**config.mk**
```make
export PLATFORM = sky130hd
export DESIGN_NAME = butterfly_addr_gen
export DESIGN_NICKNAME = d
export VERILOG_FILES = /design/src/rtl/butterfly_addr_gen_pkg.sv /design/src/rtl/butterfly_addr_gen_drain_counter.sv /design/src/rtl/butterfly_addr_gen.sv
export SDC_FILE = /design/constraint.sdc
export NUM_CORES = 1
export LEC_CHECK = 0
export CAP_MARGIN = 0
export CORE_ASPECT_RATIO = 2
export CORE_MARGIN = 1
export CORE_UTILIZATION = 57
export CTS_CLUSTER_DIAMETER = 40
export DETAILED_ROUTE_END_ITERATION = 8
export GPL_TIMING_DRIVEN = 0
export PLACE_DENSITY_LB_ADDON = 0.1
export REMOVE_ABC_BUFFERS = 1
export SLEW_MARGIN = 30
export SYNTH_ARGS = -nofsm -noshare
export SYNTH_HDL_FRONTEND = slang
export SYNTH_SLANG_ARGS = --single-unit
```
**constraint.sdc**
```tcl
create_clock -name clk -period 3.7 [get_ports clk]
set_input_delay 0.37 -clock clk [delete_from_list [all_inputs] [get_ports clk]]
set_output_delay 0.37 -clock clk [all_outputs]
set_load 0.01 [all_outputs]
```
**src/rtl/butterfly_addr_gen_pkg.sv**
```systemverilog
// rtl/butterfly_addr_gen_pkg.sv - shared types, drain default and operand index helper for butterfly_addr_gen
`ifndef DELAY_FLP_ADDER
`define DELAY_FLP_ADDER 5
`endif
`ifndef DELAY_COMPLEX_MULT
`define DELAY_COMPLEX_MULT 6
`endif

package butterfly_addr_gen_pkg;

    typedef enum logic [1:0] {
        IDLE  = 2'd0,
        RUN   = 2'd1,
        DRAIN = 2'd2,
        DONE  = 2'd3
    } bfg_state_t;

    localparam int DEFAULT_DRAIN_CYCLES = `DELAY_FLP_ADDER + `DELAY_COMPLEX_MULT + 4;
    localparam int MAX_ADDR_WIDTH       = 30;

    // Lower operand index: cnt with a zero spliced in at bit k.
    function automatic logic [MAX_ADDR_WIDTH:0] insert_zero_bit(
        input logic [MAX_ADDR_WIDTH-1:0] cnt,
        input logic [4:0]                k
    );
        logic [MAX_ADDR_WIDTH:0] wide;
        logic [MAX_ADDR_WIDTH:0] low_mask;
        wide     = {1'b0, cnt};
        low_mask = ({{MAX_ADDR_WIDTH{1'b0}}, 1'b1} << k) - 1'b1;
        return ((wide & ~low_mask) << 1) | (wide & low_mask);
    endfunction

endpackage

```
**src/rtl/butterfly_addr_gen_drain_counter.sv**
```systemverilog
// rtl/butterfly_addr_gen_drain_counter.sv - loadable down-counter timing the pipeline drain
module bfg_drain_counter #(
    parameter int WIDTH = 4
) (
    input  logic             clk,
    input  logic             rst,
    input  logic             load,
    input  logic [WIDTH-1:0] load_value,
    input  logic             en,
    output logic             zero
);

    logic [WIDTH-1:0] count_q;
    logic [WIDTH-1:0] count_d;

    always_comb begin
        count_d = count_q;
        if (load) begin
            count_d = load_value;
        end else if (en && (count_q != '0)) begin
            count_d = count_q - 1'b1;
        end
    end

    always_ff @(posedge clk) begin
        if (rst) begin
            count_q <= '0;
        end else begin
            count_q <= count_d;
        end
    end

    assign zero = (count_q == '0);

endmodule

```
**src/rtl/butterfly_addr_gen.sv**
```systemverilog
// rtl/butterfly_addr_gen.sv - stage/butterfly sequencer for the shared FFT/NTT butterfly datapath
module butterfly_addr_gen
    import butterfly_addr_gen_pkg::*;
#(
    parameter int ADDR_WIDTH   = 12,
    parameter int DRAIN_CYCLES = DEFAULT_DRAIN_CYCLES
) (
    input  logic                  clk,
    input  logic                  rst,
    input  logic                  start,
    input  logic                  is_dif,
    input  logic                  en,
    output logic [ADDR_WIDTH:0]   base_address,
    output logic [ADDR_WIDTH:0]   gap,
    output logic [ADDR_WIDTH-1:0] tw_index,
    output logic                  bf_valid,
    output logic                  ctrl_stall,
    output logic                  ctrl_done,
    output logic                  busy
);

    localparam int               LOG_N    = ADDR_WIDTH + 1;
    localparam int               DRAIN_W  = (DRAIN_CYCLES > 1) ? $clog2(DRAIN_CYCLES) : 1;
    localparam logic [4:0]       K_LAST   = 5'(LOG_N - 1);
    localparam logic [DRAIN_W-1:0] DRAIN_LOAD = DRAIN_W'(DRAIN_CYCLES - 1);

    bfg_state_t              state_q, state_d;
    logic [ADDR_WIDTH-1:0]   cnt_q, cnt_d;
    logic [4:0]              k_q, k_d;
    logic                    dif_q, dif_d;
    logic [ADDR_WIDTH:0]     base_q, base_d;
    logic [ADDR_WIDTH:0]     gap_q, gap_d;
    logic [ADDR_WIDTH-1:0]   tw_q, tw_d;
    logic                    valid_q, valid_d;
    logic                    stall_q, stall_d;
    logic                    done_q, done_d;
    logic                    busy_q, busy_d;

    logic                    drain_load;
    logic                    drain_dec;
    logic                    drain_zero;
    logic [ADDR_WIDTH-1:0]   tw_low;

    bfg_drain_counter #(
        .WIDTH(DRAIN_W)
    ) u_drain (
        .clk       (clk),
        .rst       (rst),
        .load      (drain_load),
        .load_value(DRAIN_LOAD),
        .en        (drain_dec),
        .zero      (drain_zero)
    );

    // Twiddle index is the low k bits of cnt, left-justified in the ROM index.
    assign tw_low = cnt_q & ~({ADDR_WIDTH{1'b1}} << k_q);

    always_comb begin
        state_d    = state_q;
        cnt_d      = cnt_q;
        k_d        = k_q;
        dif_d      = dif_q;
        base_d     = base_q;
        gap_d      = gap_q;
        tw_d       = tw_q;
        valid_d    = 1'b0;
        stall_d    = stall_q;
        done_d     = 1'b0;
        drain_load = 1'b0;
        drain_dec  = 1'b0;

        if (en) begin
            stall_d = 1'b0;
            case (state_q)
                IDLE: begin
                    if (start) begin
                        state_d = RUN;
                        cnt_d   = '0;
                        k_d     = is_dif ? K_LAST : 5'd0;
                        dif_d   = is_dif;
                    end
                end
                RUN: begin
                    valid_d = 1'b1;
                    base_d  = (ADDR_WIDTH + 1)'(insert_zero_bit(MAX_ADDR_WIDTH'(cnt_q), k_q));
                    gap_d   = {{ADDR_WIDTH{1'b0}}, 1'b1} << k_q;
                    tw_d    = tw_low << (5'(ADDR_WIDTH) - k_q);
                    if (cnt_q == {ADDR_WIDTH{1'b1}}) begin
                        state_d    = DRAIN;
                        drain_load = 1'b1;
                    end else begin
                        cnt_d = cnt_q + 1'b1;
                    end
                end
                DRAIN: begin
                    stall_d = 1'b1;
                    if (!drain_zero) begin
                        drain_dec = 1'b1;
                    end else if (k_q == (dif_q ? 5'd0 : K_LAST)) begin
                        state_d = DONE;
                    end else begin
                        state_d = RUN;
                        cnt_d   = '0;
                        k_d     = dif_q ? (k_q - 5'd1) : (k_q + 5'd1);
                    end
                end
                DONE: begin
                    done_d  = 1'b1;
                    state_d = IDLE;
                end
                default: state_d = IDLE;
            endcase
        end

        // busy stays up through the ctrl_done cycle and drops after it.
        busy_d = (state_d != IDLE) || done_d;
    end

    always_ff @(posedge clk) begin
        if (rst) begin
            state_q <= IDLE;
            cnt_q   <= '0;
            k_q     <= '0;
            dif_q   <= 1'b0;
            base_q  <= '0;
            gap_q   <= '0;
            tw_q    <= '0;
            valid_q <= 1'b0;
            stall_q <= 1'b0;
            done_q  <= 1'b0;
            busy_q  <= 1'b0;
        end else begin
            state_q <= state_d;
            cnt_q   <= cnt_d;
            k_q     <= k_d;
            dif_q   <= dif_d;
            base_q  <= base_d;
            gap_q   <= gap_d;
            tw_q    <= tw_d;
            valid_q <= valid_d;
            stall_q <= stall_d;
            done_q  <= done_d;
            busy_q  <= busy_d;
        end
    end

    assign base_address = base_q;
    assign gap          = gap_q;
    assign tw_index     = tw_q;
    assign bf_valid     = valid_q;
    assign ctrl_stall   = stall_q;
    assign ctrl_done    = done_q;
    assign busy         = busy_q;

endmodule

```
==> results of run 1 <==
==> cell families after synthesis <==
family | after synthesis
mux | 11
fa+ha+maj | 16
xor+xnor | 14
simple gates | 186
compound gates | 155
flops | 66
buf+inv | 61
==> routing by layer <==
| layer | vias up | wire, µm | part of all wire | global-route usage |
|---|---|---|---|---|
| met3 | 54 | 575 | 0.051 | 0.0565 |
| met1 | 1917 | 4070 | 0.36 | 0.338 |
| met4 | 0 | 666 | 0.060 | 0.218 |
| met2 | 166 | 5880 | 0.53 | 0.546 |
| met5 | - | 0 | 0 | 0 |
| li1 | 1897 | - | - | - |
==> stage by stage <==
step / instance area [µm²] / hold WS [ps] / util / total power [mW] / setup TNS [ps]
floorplan: 3840 / 439 / - / 0.851 / 0
global placement: 4410 / 439 / 0.640 / 0.908 / -2630
detailed placement: 4420 / 444 / 0.641 / 0.913 / -3120
CTS: 4750 / 450 / 0.689 / 1.81 / 0
global route: 4760 / 480 / 0.691 / 1.85 / 0
finish: 4760 / 448 / 0.691 / 1.81 / 0
==> tightest hold or removal path, delay by kind of cell, from the launching register on <==
family | cells | cell delay (ps)
AO/OA/AOI/OAI | 1 | 50
AND/OR/NAND/NOR | 1 | 50
flip-flops | 1 | 300
==> cell type report <==
type / count / area [µm²] / share of cell area
multi-input combinational: 382 / 2450 / 0.515
sequential: 66 / 1330 / 0.279
timing repair buffer: 47 / 467 / 0.0981
clock buffer: 13 / 280 / 0.0589
tap: 90 / 113 / 0.0237
inverter: 20 / 76.3 / 0.0160
clock inverter: 3 / 45.0 / 0.00947
==> final timing paths <==
path                             start                      endpoint  slack (ps)  depth (start not counted)
setup / recovery   k_q[1]$_SDFFE_PP0P_  base_address[4]$_SDFFE_PP0P_         130                         10
hold / removal    gap[12]$_SDFFE_PP0P_          gap[12]$_SDFFE_PP0P_         450                          2
setup reg to reg   k_q[1]$_SDFFE_PP0P_  base_address[4]$_SDFFE_PP0P_         130                         10
hold reg to reg   gap[12]$_SDFFE_PP0P_          gap[12]$_SDFFE_PP0P_         450                          2
==> power by group through the flow <==
stage / registers [mW] / logic [mW] / clock network, mW
2_1_floorplan: 0.756 / 0.0958 / 0
3_3_place_gp: 0.758 / 0.150 / 0
3_5_place_dp: 0.759 / 0.154 / 0
4_1_cts: 0.744 / 0.156 / 0.911
5_1_grt: 0.746 / 0.170 / 0.938
6_report: 0.744 / 0.158 / 0.907
==> cell usage after synthesis (3+ instances only) <==
cell,n
mux2i_1,6
o41ai_1,4
clkbuf_1,26
nand4_1,6
a311oi_1,3
a31oi_1,4
nor4_1,3
nand2b_1,5
nor3_1,12
buf_6,4
ha_1,15
a32oi_1,7
o21a_1,6
nor2_1,35
or4_1,4
mux2_2,5
nand3_1,25
o22ai_1,4
or3_1,8
o211ai_1,12
buf_2,5
buf_1,5
a22oi_1,8
xnor2_1,9
a211oi_1,9
a21oi_1,37
inv_1,19
and3_1,6
dfxtp_1,66
o21ai_0,31
nor2b_1,7
a21o_1,4
xor2_1,5
nand3b_1,4
nand2_1,57
a2bb2oi_1,4
==> state kept, by name (all words and copies together) (netlist names) <==
| signal | flops |
|---|---|
| base_address | 13 |
| cnt_q | 12 |
| busy | 1 |
| u_drain.count_q | 4 |
| ctrl_done | 1 |
| k_q | 5 |
| gap | 13 |
| dif_q | 1 |
| ctrl_stall | 1 |
| bf_valid | 1 |
| state_q | 2 |
| tw_index | 12 |
==> timing repair <==
action                     CTS  global route
hold buffers                 0             0
setup endpoints to repair   10             5
resized for setup            3             2
==> results.json, run 1 <==
{
  "die_x_um": 61.5,
  "syn_area_mm2": 0.00403,
  "fmax_ghz": 0.280,
  "placed_cells_incl_taps": 605,
  "die_y_um": 121,
  "leakage_nw": 1.67,
  "rsz0062_at_grt": "false",
  "finClkSkew_ps": 2.98,
  "antenna_found_initial": 0,
  "core_mm2": 0.00689,
  "grt-ovfl-total": 0,
  "crit_path_top_delay_cell": "dfxtp_1",
  "synthSimpleGateAreaFrac": 0.237,
  "ant_nets": 0,
  "cp-end-kind": "flop",
  "async_flop_share": 0,
  "postCtsSetupRepairBufs": 0,
  "vias_per_cell": 6.50,
  "cts_root_buf": "clkbuf_16",
  "intPower_mw": 1.38,
  "clkSlewWorstSetupHoldPaths_ps": 50,
  "grt_pass1_vias": 3753,
  "io_buffers": 46,
  "area_delta_synth_final_pct": 18.1,
  "crit_buf_inv": 2,
  "ios": 47,
  "ys_types": 67,
  "synth_top_area_cell": "dfxtp_1",
  "yosysTopAreaCellShare": 0.328,
  "stdcell_count": 621,
  "seq_power_share": 0.412,
  "num_antenna_cells": 0,
  "vias": 4034,
  "synth_compound_area_frac": 0.258,
  "nFillCells": 658,
  "grt_pass1_wl_um": 17800,
  "period_minus_slack_ps": 3570,
  "ys_warn_count": 0,
  "hold_path_class": "flop to flop",
  "syn_inst": 509,
  "synth_top_family_by_area": "compound AO/OA/AOI/OAI gates",
  "cp.required_ps": 3930,
  "crit_type": "flop to flop",
  "synthMuxAreaShare": 0.0289,
  "p_per_area_mw_per_mm2": 380,
  "final_common_cell": "dfxtp_1",
  "critPathTopFamily": "adder cells",
  "postSynthAreaPerCell_um2": 7.92,
  "startpoint_type": "flop",
  "grt_max_degree": 40,
  "dr.pass1.iters": 4,
  "swShare": 0.240,
  "clock_latency_ps": 330,
  "drtIter0Drc": 291,
  "htreeDepth": 3,
  "dp_slack_ps": -512,
  "cpPeakStageDelay_ps": 490,
  "combPwrFrac": 0.087,
  "clkPwrFrac": 0.501,
  "cp.arrival_ps": 3800,
  "synthAdderAreaFrac": 0.0515,
  "cts_buffers": 9,
  "min_period_over_period": 0.965,
  "synth_xor_area_frac": 0.0304,
  "worstPathCellList": "inv_1 > ha_1 > ha_2 > nor3b_2 > inv_1 > ha_1 > mux2_2 > a22oi_1 > nor2_1 > o221a_2",
  "initial_utilization": 0.585,
  "worst_pin_slew_ps": 952,
  "slew_headroom": 0.363,
  "place_congestion": 0.903,
  "switching_power_uw": 433,
  "finalMaxSlewViolations": 0,
  "cp_max_fo": 14,
  "wl_per_cell_um": 18.0,
  "clock_path_buffers": 2,
  "fin_ws_ps": 130,
  "ir_worst_vdd_mv": 0.408,
  "design.die.area_mm2": 0.00743,
  "ys_seq_elements": 66,
  "drc": 0,
  "synth_edf_count": 0,
  "drive_gt1_frac": 0.0772,
  "synth_ff_type": "dfxtp_1",
  "nets": 547,
  "setup_viol": 0,
  "rows": 43,
  "seq_area_frac_synth": 0.328,
  "mostFrequentLayoutCells": "dfxtp_1 (62), nand2_1 (57), clkdlybuf4s50_1 (45)",
  "ys_top_cells_by_area": "dfxtp_1 (33%), nand2_1 (5.3%), ha_1 (4.7%), a21oi_1 (4.6%), o21ai_0 (3.8%)",
  "grtUsageTotal": 0.320,
  "final_hold_viol_count": 0,
  "cts_tree": "built",
  "drv_cap": 0,
  "hpwl_um": 7980,
  "cts.sinks": 66,
  "wirelength_um": 11200,
  "status": "complete, no violations"
}
Power figures use the tool's default switching activity.
==> run 2: changes to the inputs <==
--- a/config.mk
+++ b/config.mk
@@ -6,9 +6,11 @@
 export NUM_CORES = 1
 export LEC_CHECK = 0
 export CAP_MARGIN = 0
+export CELL_PAD_IN_SITES_DETAIL_PLACEMENT = 2
+export CELL_PAD_IN_SITES_GLOBAL_PLACEMENT = 2
 export CORE_ASPECT_RATIO = 2
 export CORE_MARGIN = 1
-export CORE_UTILIZATION = 57
+export CORE_UTILIZATION = 33
 export CTS_CLUSTER_DIAMETER = 40
 export DETAILED_ROUTE_END_ITERATION = 8
 export GPL_TIMING_DRIVEN = 0
==> run 2 against run 1 <==
Sequential cell count unchanged. Worst setup slack improved by 140 ps. Clock power is 6.0% lower. Via count fell by 1.2%. Critical path depth unchanged. Count of clock-buffer cells in the layout fell by 1. Sequential power about the same. Hold slack gained 5.4 ps. Die area up 71%. Design area rose by 1.6%. Global-route usage decreased by 7.4 points. Wire length is 29% higher. Largest cell class unchanged.
==> results.json, run 2 (synthesized netlist as in run 1, its figures left out) <==
{
  "setup_viol": 0,
  "htreeDepth": 3,
  "multi_input_area_mm2": 0.00245,
  "ant_nets": 0,
  "cts.sinks": 66,
  "place_congestion": 0.844,
  "area_delta_synth_final_pct": 20.0,
  "finalMaxSlewViolations": 0,
  "crit_path_top_delay_cell": "ha_2",
  "hold_path_class": "flop to flop",
  "drv_cap": 0,
  "final_common_cell": "dfxtp_1",
  "hpwl_um": 10900,
  "crit_type": "flop to flop",
  "rsz0062_at_grt": "false",
  "stdcell_count": 677,
  "finClkSkew_ps": 9.29,
  "grt-ovfl-total": 0,
  "worstPathCellList": "clkinv_2 > ha_1 > ha_2 > nor3b_2 > inv_1 > ha_1 > mux2_2 > a22oi_1 > nor2_1 > o221a_2",
  "drive_gt1_frac": 0.0789,
  "cts_root_buf": "clkbuf_16",
  "num_antenna_cells": 0,
  "fmax_ghz": 0.292,
  "grt_pass1_wl_um": 23300,
  "mostFrequentLayoutCells": "dfxtp_1 (61), nand2_1 (57), clkdlybuf4s50_1 (45)",
  "die_x_um": 80.1,
  "antenna_found_initial": 0,
  "design.die.area_mm2": 0.0127,
  "post-route-util": 0.408,
  "critPathTopFamily": "adder cells",
  "leakage_nw": 1.67,
  "crit_buf_inv": 2,
  "startpoint_type": "flop",
  "cp-end-kind": "flop",
  "cp.required_ps": 3920,
  "wl_per_cell_um": 21.4,
  "cts_tree": "built",
  "grt_max_degree": 33,
  "vias_per_cell": 5.89,
  "cp.arrival_ps": 3650,
  "placed_area_mm2": 0.00453,
  "drc": 0,
  "critPathMostFrequentCell": "ha_1",
  "final_cell_area_mm2": 0.00483,
  "die_y_um": 158,
  "cpPeakStageDelay_ps": 450,
  "cp_max_fo": 25,
  "register_area_mm2": 0.00133,
  "clock_latency_ps": 330,
  "nets": 549,
  "period_minus_slack_ps": 3430,
  "vias": 3987,
  "worst_pin_slew_ps": 944,
  "min_period_over_period": 0.927,
  "wirelength_um": 14500,
  "grt_pass1_vias": 4395,
  "placed_cells_incl_taps": 662,
  "slew_headroom": 0.368,
  "rows": 56,
  "clock_path_buffers": 2,
  "initial_utilization": 0.340,
  "ir_worst_vdd_mv": 0.193,
  "p_per_area_mw_per_mm2": 366,
  "dr.pass1.iters": 4,
  "cts_buffers": 9,
  "tns_ps": 0,
  "io_buffers": 46,
  "ios": 47,
  "drtIter0Drc": 163,
  "clkSlewWorstSetupHoldPaths_ps": 60,
  "status": "complete, no violations",
  "core_mm2": 0.0118,
  "grtUsageTotal": 0.246,
  "final_hold_viol_count": 0,
  "nFillCells": 1376
}
-- run 2: cell count changes in the layout (fill, tap and decap cells not counted), sizes merged --
cell | previous run | this run
clkinvlp | 2 | 0
clkinv | 1 | 3
buf | 2 | 4
clkbuf | 13 | 12
-- run 2: power breakdown --
group | internal [mW] | switching [mW] | total, mW
Clock | 0.534 | 0.319 | 0.853
Combinational | 0.0640 | 0.106 | 0.170
Sequential | 0.721 | 0.0242 | 0.746
Total | 1.32 | 0.449 | 1.77
-- run 2: timing repair --
item / in CTS / in global routing
setup buffers: 0 / 0
setup endpoints to repair: 16 / 1
hold buffers: 0 / 0
resized for setup: 5 / 1
-- run 2: worst reg2reg max path, delay by kind of cell, from the launching register on --
kind | cells | cell delay, ps
flip-flops | 1 | 430
adder cells (fa/ha/maj) | 3 | 1220
buffers and inverters | 2 | 340
AO/OA/AOI/OAI | 2 | 510
multiplexers | 1 | 340
AND/OR/NAND/NOR | 2 | 480
-- run 2: layout make-up --
class / count / area share
clock buffers: 12 / 0.0510
clock inverters: 3 / 0.00828
inverters: 20 / 0.0158
multi-input cells: 382 / 0.507
flip-flops and latches: 66 / 0.275
well taps: 145 / 0.0375
repair buffers: 49 / 0.105
-- run 2: through the flow --
step                      hold WS, ps  worst slack (ps)  power [mW]
after floorplan                   439               303       0.851
after global placement            440              -701       0.919
after detailed placement          452              -697       0.930
after CTS                         460               105        1.79
after global routing              471              93.9        1.84
final                             453               270        1.77
-- run 2: path summary, 6_finish.rpt --
check	depth (start not counted)	slack, ps	endpoint	startpoint
hold reg to reg	2	450	gap[3]$_SDFFE_PP0P_	gap[3]$_SDFFE_PP0P_
setup / recovery	10	270	base_address[4]$_SDFFE_PP0P_	k_q[0]$_SDFFE_PP0P_
hold / removal	2	450	gap[3]$_SDFFE_PP0P_	gap[3]$_SDFFE_PP0P_
setup reg to reg	10	270	base_address[4]$_SDFFE_PP0P_	k_q[0]$_SDFFE_PP0P_
-- run 2: per-layer routing --
layer	global-route usage	vias to the layer above	part of all wire
met4	0.139	0	0.046
met1	0.238	1986	0.37
met3	0.0321	37	0.025
met5	0	-	0
li1	-	1884	-
met2	0.481	80	0.56
==> run 3: changes to the inputs <==
--- a/config.mk
+++ b/config.mk
@@ -9,13 +9,12 @@
 export CELL_PAD_IN_SITES_DETAIL_PLACEMENT = 2
 export CELL_PAD_IN_SITES_GLOBAL_PLACEMENT = 2
 export CORE_ASPECT_RATIO = 2
-export CORE_MARGIN = 1
+export CORE_MARGIN = 2
 export CORE_UTILIZATION = 33
 export CTS_CLUSTER_DIAMETER = 40
 export DETAILED_ROUTE_END_ITERATION = 8
 export GPL_TIMING_DRIVEN = 0
 export PLACE_DENSITY_LB_ADDON = 0.1
-export REMOVE_ABC_BUFFERS = 1
 export SLEW_MARGIN = 30
 export SYNTH_ARGS = -nofsm -noshare
 export SYNTH_HDL_FRONTEND = slang
==> run 3 against run 2 <==
Critical path depth is 1 higher. Sequential cell count stayed put. Clock power fell by 0.6%. Global-route usage rose by 1.8 points. First-iteration DRC count grew 20%. Largest power group unchanged. Non-clock buffer count is 37 higher.
==> results.json, run 3 (synthesized netlist as in run 1, its figures left out) <==
{
  "cts_tree": "built",
  "htreeDepth": 3,
  "finalMaxSlewViolations": 0,
  "worst_pin_slew_ps": 1010,
  "grt_pass1_wl_um": 25800,
  "top_layer": "met4",
  "place_congestion": 0.944,
  "mostFrequentLayoutCells": "dfxtp_1 (66), nand2_1 (57), clkdlybuf4s50_1 (45)",
  "core_mm2": 0.0121,
  "rows": 57,
  "period_minus_slack_ps": 3420,
  "ios": 47,
  "vias_per_cell": 5.92,
  "whs_endpoint": "ctrl_done$_SDFF_PP0_",
  "fin_ws_ps": 281,
  "cp_max_fo": 10,
  "p_per_area_mw_per_mm2": 359,
  "status": "complete, no violations",
  "cpPeakStageDelay_ps": 530,
  "r2r-end": "base_address[10]$_SDFFE_PP0P_",
  "dp_slack_ps": -119,
  "cts_root_buf": "clkbuf_16",
  "wl_per_cell_um": 23.0,
  "rsz0062_at_grt": "false",
  "finClkSkew_ps": 9.45,
  "clkSlewWorstSetupHoldPaths_ps": 60,
  "clock_latency_ps": 350,
  "worst_hold_slack_ps": 274,
  "post-route-util": 0.412,
  "nFillCells": 1384,
  "nets": 586,
  "clock_path_buffers": 2,
  "grt_max_degree": 12,
  "hold_start": "en",
  "die_y_um": 160,
  "area_delta_synth_final_pct": 23.2,
  "die_x_um": 82.1,
  "design.die.area_mm2": 0.0132,
  "dr.pass1.iters": 6,
  "setup_viol": 0,
  "drv_cap": 0,
  "grtUsageTotal": 0.264,
  "cp-end-kind": "flop",
  "worstPathCellList": "clkinv_2 > ha_2 > ha_1 > nor3b_2 > inv_1 > ha_1 > clkbuf_1 > nand2_1 > a32oi_1 > a2bb2oi_1 > o21ai_0",
  "crit_type": "flop to flop",
  "register_area_mm2": 0.00132,
  "cp.arrival_ps": 3640,
  "vias": 4242,
  "ant_nets": 0,
  "hold_path_class": "input pin to flop",
  "final_common_cell": "dfxtp_1",
  "slew_headroom": 0.322,
  "grt_pass1_vias": 4682,
  "multi_input_area_mm2": 0.00245,
  "drive_gt1_frac": 0.0756,
  "critPathMostFrequentCell": "ha_1",
  "syn-num-nets": 530,
  "min_period_over_period": 0.924,
  "holdPathStages": 3,
  "wl_met1_um": 5740,
  "crit_path_top_delay_cell": "dfxtp_1",
  "final_hold_viol_count": 0,
  "ir_worst_vdd_mv": 0.229,
  "ctsHoldBuffers": 0,
  "drtIter0Drc": 196,
  "initial_utilization": 0.334,
  "r2r_slack_ps": 280,
  "startpoint_type": "flop",
  "dr_wl_met2_um": 8910,
  "fmax_ghz": 0.292,
  "cts_buffers": 9,
  "io_buffers": 45,
  "wirelength_um": 16400,
  "rr_worst_depth": 11,
  "grt-ovfl-total": 0,
  "hpwl_um": 13000,
  "cp.required_ps": 3920,
  "drc": 0,
  "wl_met3_um": 431,
  "crit_start": "k_q[0]$_SDFFE_PP0P_",
  "r2r_start": "k_q[0]$_SDFFE_PP0P_",
  "antenna_found_initial": 0,
  "postCtsSetupRepairBufs": 0,
  "num_antenna_cells": 0,
  "leakage_nw": 1.73,
  "cts.sinks": 66
}
==> run 3: through the flow <==
| step | total power [mW] | setup TNS [ps] | instances | area (µm²) |
|---|---|---|---|---|
| 6_report | 1.78 | 0 | 716 | 4960 |
| 4_1_cts | 1.80 | 0 | 716 | 4960 |
| 5_1_grt | 1.85 | 0 | 716 | 4960 |
| 2_1_floorplan | 0.869 | 0 | 509 | 4030 |
| 3_5_place_dp | 0.947 | -136 | 701 | 4660 |
| 3_3_place_gp | 0.940 | 0 | 701 | 4660 |
==> run 3: worst max-delay path by stage <==
| stage | slack [ps] | to |
|---|---|---|
| after detailed placement | -120 | base_address[2]$_SDFFE_PP0P_ |
| after CTS | 110 | base_address[2]$_SDFFE_PP0P_ |
| after floorplan | 1030 | base_address[8]$_SDFFE_PP0P_ |
| after global placement | 30 | base_address[2]$_SDFFE_PP0P_ |
| after global routing | 120 | base_address[10]$_SDFFE_PP0P_ |
| final | 280 | base_address[10]$_SDFFE_PP0P_ |
==> run 3: layer usage <==
layer | GRT usage | up-vias
met5 | 0 | -
met4 | 0.204 | 0
met3 | 0.0379 | 58
met2 | 0.472 | 97
met1 | 0.257 | 2123
li1 | - | 1964
==> run 3: critical path: cells and delay by family (launching register included) <==
family / cells / cell delay [ps]
buf+inv: 3 / 840
simple gates: 2 / 330
flops: 1 / 530
fa+ha+maj: 3 / 800
compound gates: 3 / 770
==> run 3: timing repair <==
item | in CTS | in global routing
resized for setup | 2 | 2
hold endpoints to repair | 0 | 0
endpoints found under the setup margin | 3 | 2
pin swaps | 0 | 0
==> run 3: area by class of cell <==
cell class	instances	area share
tap	147	0.0370
sequential	66	0.266
buffer	41	0.0391
clock inverter	5	0.0113
multi-input combinational	382	0.494
timing repair buffer	45	0.0907
inverter	20	0.0154
clock buffer	10	0.0461
==> run 3: report_power, final <==
group / switching [mW] / internal (mW) / leakage (nW)
Combinational: 0.133 / 0.0682 / 1.06
Clock: 0.332 / 0.517 / 0.138
Sequential: 0.0111 / 0.722 / 0.533
Total: 0.476 / 1.31 / 1.73
